`config.mk`:
```
export PLATFORM = sky130hd
export DESIGN_NAME = program_sequencer
export DESIGN_NICKNAME = d
export VERILOG_FILES = /design/src/rtl/program_sequencer.sv
export SDC_FILE = /design/constraint.sdc
export NUM_CORES = 1
export LEC_CHECK = 0
export ABC_AREA = 1
export CAP_MARGIN = 30
export CORE_MARGIN = 4
export CORE_UTILIZATION = 52
export CTS_BUF_LIST = sky130_fd_sc_hd__clkbuf_16
export DETAILED_ROUTE_END_ITERATION = 16
export PLACE_DENSITY = 0.84
export SLEW_MARGIN = 20
export SYNTH_ARGS = -nofsm -noshare
export SYNTH_HDL_FRONTEND = slang
export SYNTH_SLANG_ARGS = --single-unit
```
`constraint.sdc`:
```
create_clock -name clk -period 4.2 [get_ports clk]
set_clock_uncertainty 0.1 [all_clocks]
set_input_delay 0.42 -clock clk [delete_from_list [all_inputs] [get_ports clk]]
set_output_delay 0.42 -clock clk [all_outputs]
set_load 0.005 [all_outputs]
```
`src/rtl/program_sequencer.sv`:
```
// Instruction-address sequencer with a RUN/HALT/ERR control FSM and a small
// return-address stack for call/ret; every output comes straight from a flop.
module program_sequencer #(
  parameter int ADDR_W      = 6,
  parameter int DATA_W      = 32,
  parameter int STACK_DEPTH = 4
) (
  input  logic                           clk,
  input  logic                           rst,
  input  logic                           en,
  input  logic                           complete,
  input  logic                           w_en,
  input  logic                           inc,
  input  logic                           call,
  input  logic                           ret,
  input  logic [DATA_W-1:0]              data_in,
  output logic [ADDR_W-1:0]              instruction_address,
  output logic                           running,
  output logic                           halted,
  output logic                           stack_err,
  output logic [$clog2(STACK_DEPTH):0]   depth
);

  localparam int PTR_W   = $clog2(STACK_DEPTH);
  localparam int DEPTH_W = PTR_W + 1;

  typedef enum logic [1:0] {IDLE, RUN, HALT, ERR} state_t;
  typedef enum logic [2:0] {ACT_HOLD, ACT_LOAD, ACT_PUSH, ACT_POP, ACT_INC, ACT_CLEAR} action_t;

  state_t  state, next_state;
  action_t action;

  logic              en_q;
  logic              armed;
  logic              start;
  logic              full;
  logic              empty;
  logic [ADDR_W-1:0] target;
  logic [ADDR_W-1:0] addr_plus1;
  logic [PTR_W-1:0]  push_ptr;
  logic [PTR_W-1:0]  pop_ptr;
  logic [ADDR_W-1:0] stack_mem [STACK_DEPTH];
  logic              running_d, halted_d, stack_err_d;
  logic              unused_data;

  // armed stays low after reset until en is seen low, so an en already high
  // at reset release cannot masquerade as a fresh rising edge.
  assign start      = en & ~en_q & armed;
  assign target     = data_in[ADDR_W-1:0];
  assign addr_plus1 = instruction_address + ADDR_W'(1);
  assign full       = (depth == DEPTH_W'(STACK_DEPTH));
  assign empty      = (depth == '0);
  assign push_ptr   = depth[PTR_W-1:0];
  assign pop_ptr    = depth[PTR_W-1:0] - PTR_W'(1);
  assign unused_data = ^data_in;

  always_ff @(posedge clk or posedge rst) begin
    if (rst) begin
      en_q  <= 1'b0;
      armed <= 1'b0;
    end else begin
      en_q <= en;
      if (!en) armed <= 1'b1;
    end
  end

  always_ff @(posedge clk or posedge rst) begin
    if (rst) state <= IDLE;
    else     state <= next_state;
  end

  always_comb begin
    next_state = state;
    action     = ACT_HOLD;
    case (state)
      IDLE: begin
        if (start) next_state = RUN;
      end
      RUN: begin
        if (complete)  next_state = HALT;
        else if (w_en) action = ACT_LOAD;
        else if (call) begin
          if (full) next_state = ERR;
          else      action = ACT_PUSH;
        end else if (ret) begin
          if (empty) next_state = ERR;
          else       action = ACT_POP;
        end else if (inc) action = ACT_INC;
      end
      HALT, ERR: begin
        if (start) begin
          next_state = RUN;
          action     = ACT_CLEAR;
        end
      end
      default: next_state = IDLE;
    endcase
  end

  always_comb begin
    running_d   = (next_state == RUN);
    halted_d    = (next_state == HALT);
    stack_err_d = (next_state == ERR);
  end

  always_ff @(posedge clk or posedge rst) begin
    if (rst) begin
      running   <= 1'b0;
      halted    <= 1'b0;
      stack_err <= 1'b0;
    end else begin
      running   <= running_d;
      halted    <= halted_d;
      stack_err <= stack_err_d;
    end
  end

  always_ff @(posedge clk or posedge rst) begin
    if (rst) begin
      instruction_address <= '0;
      depth               <= '0;
    end else begin
      case (action)
        ACT_LOAD: instruction_address <= target;
        ACT_PUSH: begin
          instruction_address <= target;
          depth               <= depth + DEPTH_W'(1);
        end
        ACT_POP: begin
          instruction_address <= stack_mem[pop_ptr];
          depth               <= depth - DEPTH_W'(1);
        end
        ACT_INC: instruction_address <= addr_plus1;
        ACT_CLEAR: begin
          instruction_address <= '0;
          depth               <= '0;
        end
        default: ;
      endcase
    end
  end

  // Entries above depth are dead, so the storage itself needs no reset.
  always_ff @(posedge clk) begin
    if (action == ACT_PUSH) stack_mem[push_ptr] <= addr_plus1;
  end

endmodule

```
==> Yosys cells after proc, flatten, opt, wreduce, memory -nomap -nowiden <==
Memory sizes are Yosys's and may differ from the RTL's.
Index checks and enable logic that the tools add are counted.
{ "op_classes": {"add_sub_neg": 4, "eq_ne": 12, "n_mux": 21, "bitwise": 3, "reduce_logical": 7} }
{ "ops": {"columns": ["operator", "n"], "rows": [
  ["$pmux W6 S4", 1],
  ["$mux W2", 9],
  ["$mux W3", 6],
  ["$eq A3 B3 Y1 const B", 3],
  ["$pmux W3 S3", 1],
  ["$eq A2 B2 Y1 const B", 4],
  ["$add A6 B1 Y6 const B", 1],
  ["$eq A3 B2 Y1 const B", 2],
  ["$pmux W3 S2", 1],
  ["$eq A2 B1 Y1 const B", 2],
  ["$pmux W2 S2", 1],
  ["$reduce_bool A4 Y1", 1],
  ["$reduce_or A2 Y1", 2],
  ["$add A3 B1 Y3 const B", 1],
  ["$eq A3 B1 Y1 const B", 1],
  ["$logic_not A3 Y1", 1],
  ["$reduce_bool A3 Y1", 1],
  ["$reduce_or A3 Y1", 1],
  ["$sub A3 B1 Y3 const B", 1],
  ["$and A1 B1 Y1", 2],
  ["$logic_not A2 Y1", 1],
  ["$mux W1", 2],
  ["$sub A2 B1 Y2 const B", 1],
  ["$not A1 Y1", 1]
]} }
{ "word_totals": {"register_bits": 16, "mem_bits_rw": 24, "input_bits": 40, "out_inout_bits": 12, "word_cells": 56, "memories": 1} }
{ "memory_table": {"columns": ["name", "words", "width", "rd", "rd_clocked_by_memory_dff", "wr", "line", "source"], "rows": [
  ["stack_mem", 4, 6, 1, 0, 1, "42", "logic [ADDR_W-1:0] stack_mem [STACK_DEPTH];"]
]} }

==> Depth between registers and ports, before layout <==
{ "depth": {"depth_word": 10, "ltp_mapped": 12, "ltp_nobuf": 11} }

==> Worst setup path before layout <==
Ideal clock, no wire load.
{ "synth_path": {"path_kind": "register -> register", "start": "register depth[0]", "end": "register depth[2]", "arrival_ns": 2.042, "path_slack_ns": 1.926, "path_stages_with_launch": 13, "cell_sequence": "dfrtp_1 inv_1 buf_2 ha_1 nand2_1 nand2_2 nand2_1 nand2_4 nor2_8 fa_1 xor2_1 nand3_1 o211ai_1"} }
{ "synth_between": {"elab_chain_len": 9} }
{ "synth_rtl": {"columns": ["item", "line", "source"], "rows": [
  ["from (decl)", "21", "output logic [$clog2(STACK_DEPTH):0] depth"],
  ["from (signal assigned)", "127", "depth <= depth + DEPTH_W'(1);"],
  ["from (signal assigned)", "131", "depth <= depth - DEPTH_W'(1);"],
  ["$logic_not A3 Y1", "52", "assign empty = (depth == '0);"],
  ["$mux W2", "86", "if (empty) next_state = ERR;"],
  ["$mux W3", "85", "end else if (ret) begin"],
  ["$mux W3", "82", "else if (call) begin"],
  ["$mux W3", "81", "else if (w_en) action = ACT_LOAD;"],
  ["$mux W3", "80", "if (complete) next_state = HALT;"],
  ["$pmux W3 S2", "75", "case (state)"],
  ["$eq A3 B3 Y1 / $eq A3 B2 Y1 (equally long branches)", "123", "case (action)"],
  ["$pmux W3 S3 / $reduce_bool A3 Y1 (equally long branches)", null, null]
]} }
Parallel ways exist; a longest one is shown, timed or not.
A chain may end at the register's enable or synchronous reset.

==> Worst setup path after layout <==
{ "layout_path": {"start": "register depth[0]", "end": "memory stack_mem[0][5] (enable)"} }
{ "layout_between": {"elab_chain_len": 10} }
{ "layout_rtl": {"columns": ["item", "line", "source"], "rows": [
  ["$logic_not A3 Y1", "52", null],
  ["$mux W2", "86", null],
  ["$mux W3", "85", null],
  ["$mux W3", "82", null],
  ["$mux W3", "81", null],
  ["$mux W3", "80", null],
  ["$pmux W3 S2", "75", null],
  ["$eq A3 B2 Y1", "145", "if (action == ACT_PUSH) stack_mem[push_ptr] <= addr_plus1;"],
  ["$mux W1", "145", null],
  ["$mux W1 (implied by the code)", "145", null],
  ["to (decl)", "42", null]
]} }
Parallel ways exist; a longest one is shown, timed or not.

==> impl_metrics.tcl <==
set metrics [dict create \
    grt_pass1_wl_um 7050 \
    critPathKind "register to register" \
    p_leak_uw 0.00109 \
    wire_per_inst_um 13.0 \
    root_buffer "clkbuf_16" \
    synth_top_family_by_area "simple AND/OR/NAND/NOR gates" \
    setup_ws_ns 1.27 \
    synth_mux_area_share_pct 0 \
    cts_buffer_depth 2 \
    avgSynthCellArea_um2 9.08 \
    rsz0062_at_grt "no" \
    crit_path_max_fanout 17 \
    vias 1488 \
    rows 22 \
    synth_cell_types 23 \
    synth.net_count 269 \
    synth_seq_cells 40 \
    initial_core_util_pct 54.5 \
    ant_nets 0 \
    p_per_area_mw_per_mm2 703 \
    via_per_inst 4.96 \
    die_h_um 70.4 \
    synth_cells 223 \
    cp-start-kind "register" \
    antenna_cells 0 \
    yosysSeqAreaShare_pct 55.4 \
    endpoint_kind "register" \
    synth_fa_ha_area_share_pct 4.08 \
    io_buffer_count 25 \
    fillers 286 \
    postLayoutCellArea_mm2 0.00250 \
    drtPass1Iterations 4 \
    fin_crit_sh_pct 69.7 \
    clk_latency_ns 0.28 \
    gr-total-overflow 0 \
    yosys.area_share.simple_pct 26.5 \
    post-place-ws_ns 1.25 \
    grt_use_total_pct 18.1 \
    post-dp-hpwl_um 2860 \
    fin_hold_ws_ns 0.398 \
    htree_levels 2 \
    drive_gt1_share_pct 7.14 \
    required_ns 4.02 \
    setup_tns_ns 0 \
    ios 52 \
    worst_pin_slew_ns 0.588 \
    synth_compound_area_share_pct 6.30 \
    synth_warnings 0 \
    totalWireLength_um 3890 \
    drt_iter0_drc 55 \
    syn2layout_area_growth_pct 23.4 \
    worst_ir_drop_vdd_mv 0.470 \
    fin_nets 297 \
    max_freq_ghz 0.341 \
    numCtsBuffers 5 \
    worstPathArrival_ns 2.75 \
    grt_pass1_vias 1577 \
    gp_congestion 0.781 \
    maxCapViolCount 0 \
    synthArstFlopShare_pct 40.0 \
    synth_area_mm2 0.00202 \
    die-area_mm2 0.00496 \
    power_uw 1760 \
    placed_area_mm2 0.00231 \
    fp.coreArea_mm2 0.00372 \
    antenna_found_initial 0 \
    cts_tree "done" \
    relSlewSlack_pct 60.7 \
    finalSetupViolCount 0 \
    final-max-slew-violation-count 0 \
    hold_path_class "input port to async pin" \
    seq_area_mm2 0.00112 \
    drc 0 \
    post_cts_buffers 0 \
    fin_crit_ns 2.93 \
    ctsResizeCount 0 \
    synth-edff-count 24 \
    synthXorXnorAreaFrac_pct 1.73 \
    synth_ff_type "edfxtp_1" \
    die_w_um 70.4 \
    multi_input_area_um2 781 \
    hold_viol_final 0 \
    grt_max_degree 18 \
    cts.sinks 40 \
    ctsHoldBuffers 0 \
    status "completed" \
    cts.clk_slew.worst_paths_ns 0.06 \
]
critical path, cell delays in order (launching register included):
cell	delay [ns]
dfrtp_1	0.68
inv_1	0.37
ha_1	0.35
nand2_1	0.11
nand2_2	0.07
nand2_2	0.10
nand2_4	0.10
inv_1	0.13
nand2_1	0.13
nor2_1	0.42
through the flow:
| stage | utilization [%] | cells |
|---|---|---|
| 2_1_floorplan | - | 223 |
| 3_3_place_gp | 62.2 | 292 |
| 3_5_place_dp | 62.2 | 292 |
| 4_1_cts | 67.2 | 300 |
| 5_1_grt | 67.2 | 300 |
| 6_report | 67.2 | 300 |
flip-flops by register name, summed over array words and instances (netlist names):
signal and cells:
stack_mem 24, en_q 1, state 2, instruction_address 6, depth 3, running 1, armed 1, stack_err 1
halted 1
cell usage after synthesis, types with 3 or more instances:
master,n,area [µm²]
dfrtp_1,16,400
edfxtp_1,24,721
ha_1,5,62.6
inv_1,26,97.6
nand2_1,40,150
nand3_1,15,75.1
nor2_1,51,191
nor2_2,3,18.8
o21ai_0,22,110
xor2_1,4,35.0
report_power, final:
group          internal, µW  switching, µW  total [µW]
logic                   261            374         636
clock network           338            145         483
registers               554           85.5         639
placed cells by master (no fill, tap or decap):
master and instances:
nor2_1 51, nand2_1 40, inv_1 27, clkdlybuf4s50_1 25
edfxtp_1 24, o21ai_0 22, dfrtp_1 16, nand3_1 15
ha_1 5, clkbuf_16 5, xor2_1 4, nor2_2 3
nand2_2 2, nand2_4 2, a21oi_1 2, bufinv_16 2
nor2_4 1, nand4_4 1, nand4_1 1, nor2_8 1
o211ai_1 1, or2_2 1, fa_1 1
final cells by class:
class	instances	area share, %
well taps	48	2.40
inverters	26	3.91
flip-flops and latches	40	44.9
multi-input cells	153	31.2
clock inverters	3	2.55
repair buffers	25	10.0
clock buffers	5	5.01
cell families after synthesis:
kind of cell,Yosys count
buf+inv,30
simple gates,118
xor+xnor,4
fa+ha+maj,6
compound gates,25
flops,40
final timing paths:
| check | depth (start not counted) | startpoint | slack [ns] | to |
|---|---|---|---|---|
| min in group clk | 1 | armed | 0.42 | armed |
| worst max register to register | 9 | depth[0] | 1.27 | stack_mem[0][5] |
| worst min register to register | 1 | armed | 0.42 | armed |
| worst max-delay path | 9 | depth[0] | 1.27 | stack_mem[0][5] |
| max in group asynchronous | 2 | rst | 3.22 | running |
| worst min-delay path | 2 | rst | 0.40 | instruction_address[5] |
routing by layer:
| layer | global-route usage [%] | routed length [µm] | share of wire [%] | vias to the layer above |
|---|---|---|---|---|
| met5 | 0 | 0 | 0 | - |
| met4 | 5.74 | 71 | 1.8 | 0 |
| met3 | 4.17 | 153 | 3.9 | 9 |
| met2 | 29.7 | 1950 | 50 | 23 |
| met1 | 23.6 | 1710 | 44 | 680 |
| li1 | - | - | - | 776 |
Power figures use the tool's default switching activity.
==> variant, RTL diff (same settings) <==
The 4 states of `state_t` get a Gray code encoding in 2 bits.
--- a/src/rtl/program_sequencer.sv
+++ b/src/rtl/program_sequencer.sv
@@ -24,7 +24,7 @@
   localparam int PTR_W   = $clog2(STACK_DEPTH);
   localparam int DEPTH_W = PTR_W + 1;
 
-  typedef enum logic [1:0] {IDLE, RUN, HALT, ERR} state_t;
+  typedef enum logic [1:0] {IDLE = 2'b00, RUN = 2'b01, HALT = 2'b11, ERR = 2'b10} state_t;
   typedef enum logic [2:0] {ACT_HOLD, ACT_LOAD, ACT_PUSH, ACT_POP, ACT_INC, ACT_CLEAR} action_t;
 
   state_t  state, next_state;
Function: no difference found for any inputs over 10 cycles, from zero or initial values and one cycle with rst high; not proved beyond that.
==> variant against the unedited design <==
Critical path depth is the same; final area fell by 2.8%; synthesized area down 0.87%; largest power group unchanged; sequential cell count did not move; core utilization down 1.4 points; wire length down 2.5%; setup slack better by 0.094 ns; power fell by 12%; count of clock-buffer cells in the layout stayed put; worst hold slack gained 0.0098 ns.
==> variant: results (changes against the unedited design) <==
- Largest net degree at the start of global routing: 20 (+2)
- Number of synthesized flops with an enable pin: 24 (unchanged)
- Post-synthesis adder-cell area fraction: 4.11% (+0.036 points)
- HP Class: input port to async pin
- PortBufs: 25 (unchanged)
- Nets: 297 (unchanged)
- Post-synth cell types: 25 (+8.7%)
- Post-Route WL: 3790 um (-2.5%)
- CTS Buf Count: 5 (unchanged)
- Vias per cell: 5.10 (+2.8%)
- Leakage: 1.04 nW (-4.9%)
- RD Place Congestion: 0.785 (+0.47%)
- Initial detailed-routing violation count: 99 (+80%)
- Post-Syn Nets: 269 (unchanged)
- CTS H-tree lvls: 2 (unchanged)
- Worst reg-to-reg setup slack: 1.37 ns (+0.09 ns)
- Initial antenna violation count: 0 (unchanged)
- # diodes: 0 (unchanged)
- Post-DP HPWL: 2840 um (-0.63%)
- Placed Cells: 292 (unchanged)
- DR pass1 iterations: 4 (unchanged)
- Clock root buffer: clkbuf_16
- Worst-Margin Slew: 0.602 ns (+0.0135 ns)
- Latest clock arrival within the worst-skew pair: between 0.2 and 0.3 ns
- First-pass GRT wire length: 6690 um (-5.1%)
- Worst-path fanout max: 19 (+2)
- Max VDD drop: 0.449 mV (-4.4%)
- FF-to-FF End: stack_mem[0][3]$_DFFE_PP_
- Top flop regs: stack_mem: 24 flops, instruction_address: 6 flops, depth: 3 flops
- Post-synthesis xor/xnor area fraction: 1.75% (+0.015 points)
- Clock Tree Buf Depth: 2 (unchanged)
- Top_reg_cell synth: edfxtp_1
- Post-CTS setup buffer count: 0 (unchanged)
- Switching fraction of total power: 35.3% (+0.94 points)
- Multiplexer share of the synthesized area: 0% (unchanged)
- Vias in the first global route: 1,513 (-4.1%)
- Reg2Reg Depth: 9 (unchanged)
- CTS resizes: 0 (unchanged)
- Syn_area_per_cell: 9.00 sq um (-0.87%)
- Share of cells above drive strength 1: 8.33% (+1.2 points)
- Commonest cells post-synth: nor2_1, nand2_1, inv_1
- R2r startpoint: depth[0]$_DFFE_PP0P_
- Post-synthesis sequential area ratio: 55.9% (+0.48 points)
- Synth top area cells: edfxtp_1, dfrtp_1, nor2_1, nand2_1, inv_1
- Clock slew at reported path FFs: 0.06 ns (about the same)
- Total track usage: 17.2% (-0.93 points)
- Synth Area in Compound Gates: 6.55% (+0.24 points)
- WL/cell: 12.6 um (-2.5%)
- Status: finished, final reports clean
- FFs w/ async S/R, synth: 40.0% (unchanged)
- Fillers: 284 (-0.70%)
- Warnings, synthesis: 0 (unchanged)
[variant: cell count changes after synthesis, moves of 2 or more]
cell     change
nand2_1      -3
nand2_2      +4
o21ai_0      -3
o21ai_1      +2
[variant: worst max path at each step]
stage,startpoint,slack [ns],endpoint
final,depth[0]$_DFFE_PP0P_,1.37,stack_mem[0][3]$_DFFE_PP_
after global routing,depth[0]$_DFFE_PP0P_,1.02,stack_mem[3][2]$_DFFE_PP_
after CTS,depth[0]$_DFFE_PP0P_,1.31,stack_mem[0][3]$_DFFE_PP_
after detailed placement,depth[0]$_DFFE_PP0P_,1.32,stack_mem[0][5]$_DFFE_PP_
after global placement,depth[0]$_DFFE_PP0P_,1.39,stack_mem[1][4]$_DFFE_PP_
after floorplan,depth[0]$_DFFE_PP0P_,1.90,depth[1]$_DFFE_PP0P_
[variant: metrics by stage]
stage	cell area, sq um	hold WS [ns]	setup WS, ns
floorplan	2010	0.234	1.90
global placement	2290	0.382	1.39
detailed placement	2290	0.391	1.32
CTS	2430	0.404	1.31
global route	2430	0.436	1.02
finish	2430	0.407	1.37
[variant: power by group through the flow]
stage | logic (mW) | clock network (mW) | registers [mW]
detailed placement | 0.567 | 0 | 0.635
floorplan | 0.371 | 0 | 0.622
CTS | 0.572 | 0.358 | 0.629
global route | 0.646 | 0.378 | 0.644
finish | 0.570 | 0.351 | 0.628
global placement | 0.545 | 0 | 0.632
[variant: cell families (layout without fill, tap and decap cells)]
group,after synthesis,after routing
AO/OA/AOI/OAI,25,25
buffers and inverters,31,60
adder cells (fa/ha/maj),6,6
flip-flops,40,40
XOR/XNOR,4,4
AND/OR/NAND/NOR,117,117
[variant: critical path, cell delays in order (launching register included)]
cell and delay (ns):
dfrtp_1 0.68, inv_1 0.35, ha_1 0.34, nand2_1 0.08
nand2_1 0.07, nand2_2 0.11, nand2_4 0.08, inv_1 0.12
nand2_1 0.12, nor2_1 0.42
[variant: routing by layer]
layer / global-route usage (%) / vias up / wire length [um]
li1: - / 769 / -
met1: 21.5 / 724 / 1720
met2: 29.2 / 31 / 1910
met3: 4.46 / 6 / 116
met4: 5.11 / 0 / 47
met5: 0 / - / 0
[variant: area by class of cell]
class	instances	area, sq um	share of cell area (%)
Clock inverter	3	12.5	0.515
Multi-Input combinational cell	152	759	31.3
Sequential cell	40	1120	46.1
Inverter	27	101	4.17
Timing Repair Buffer	25	250	10.3
Tap cell	48	60.1	2.47
Clock buffer	5	125	5.15
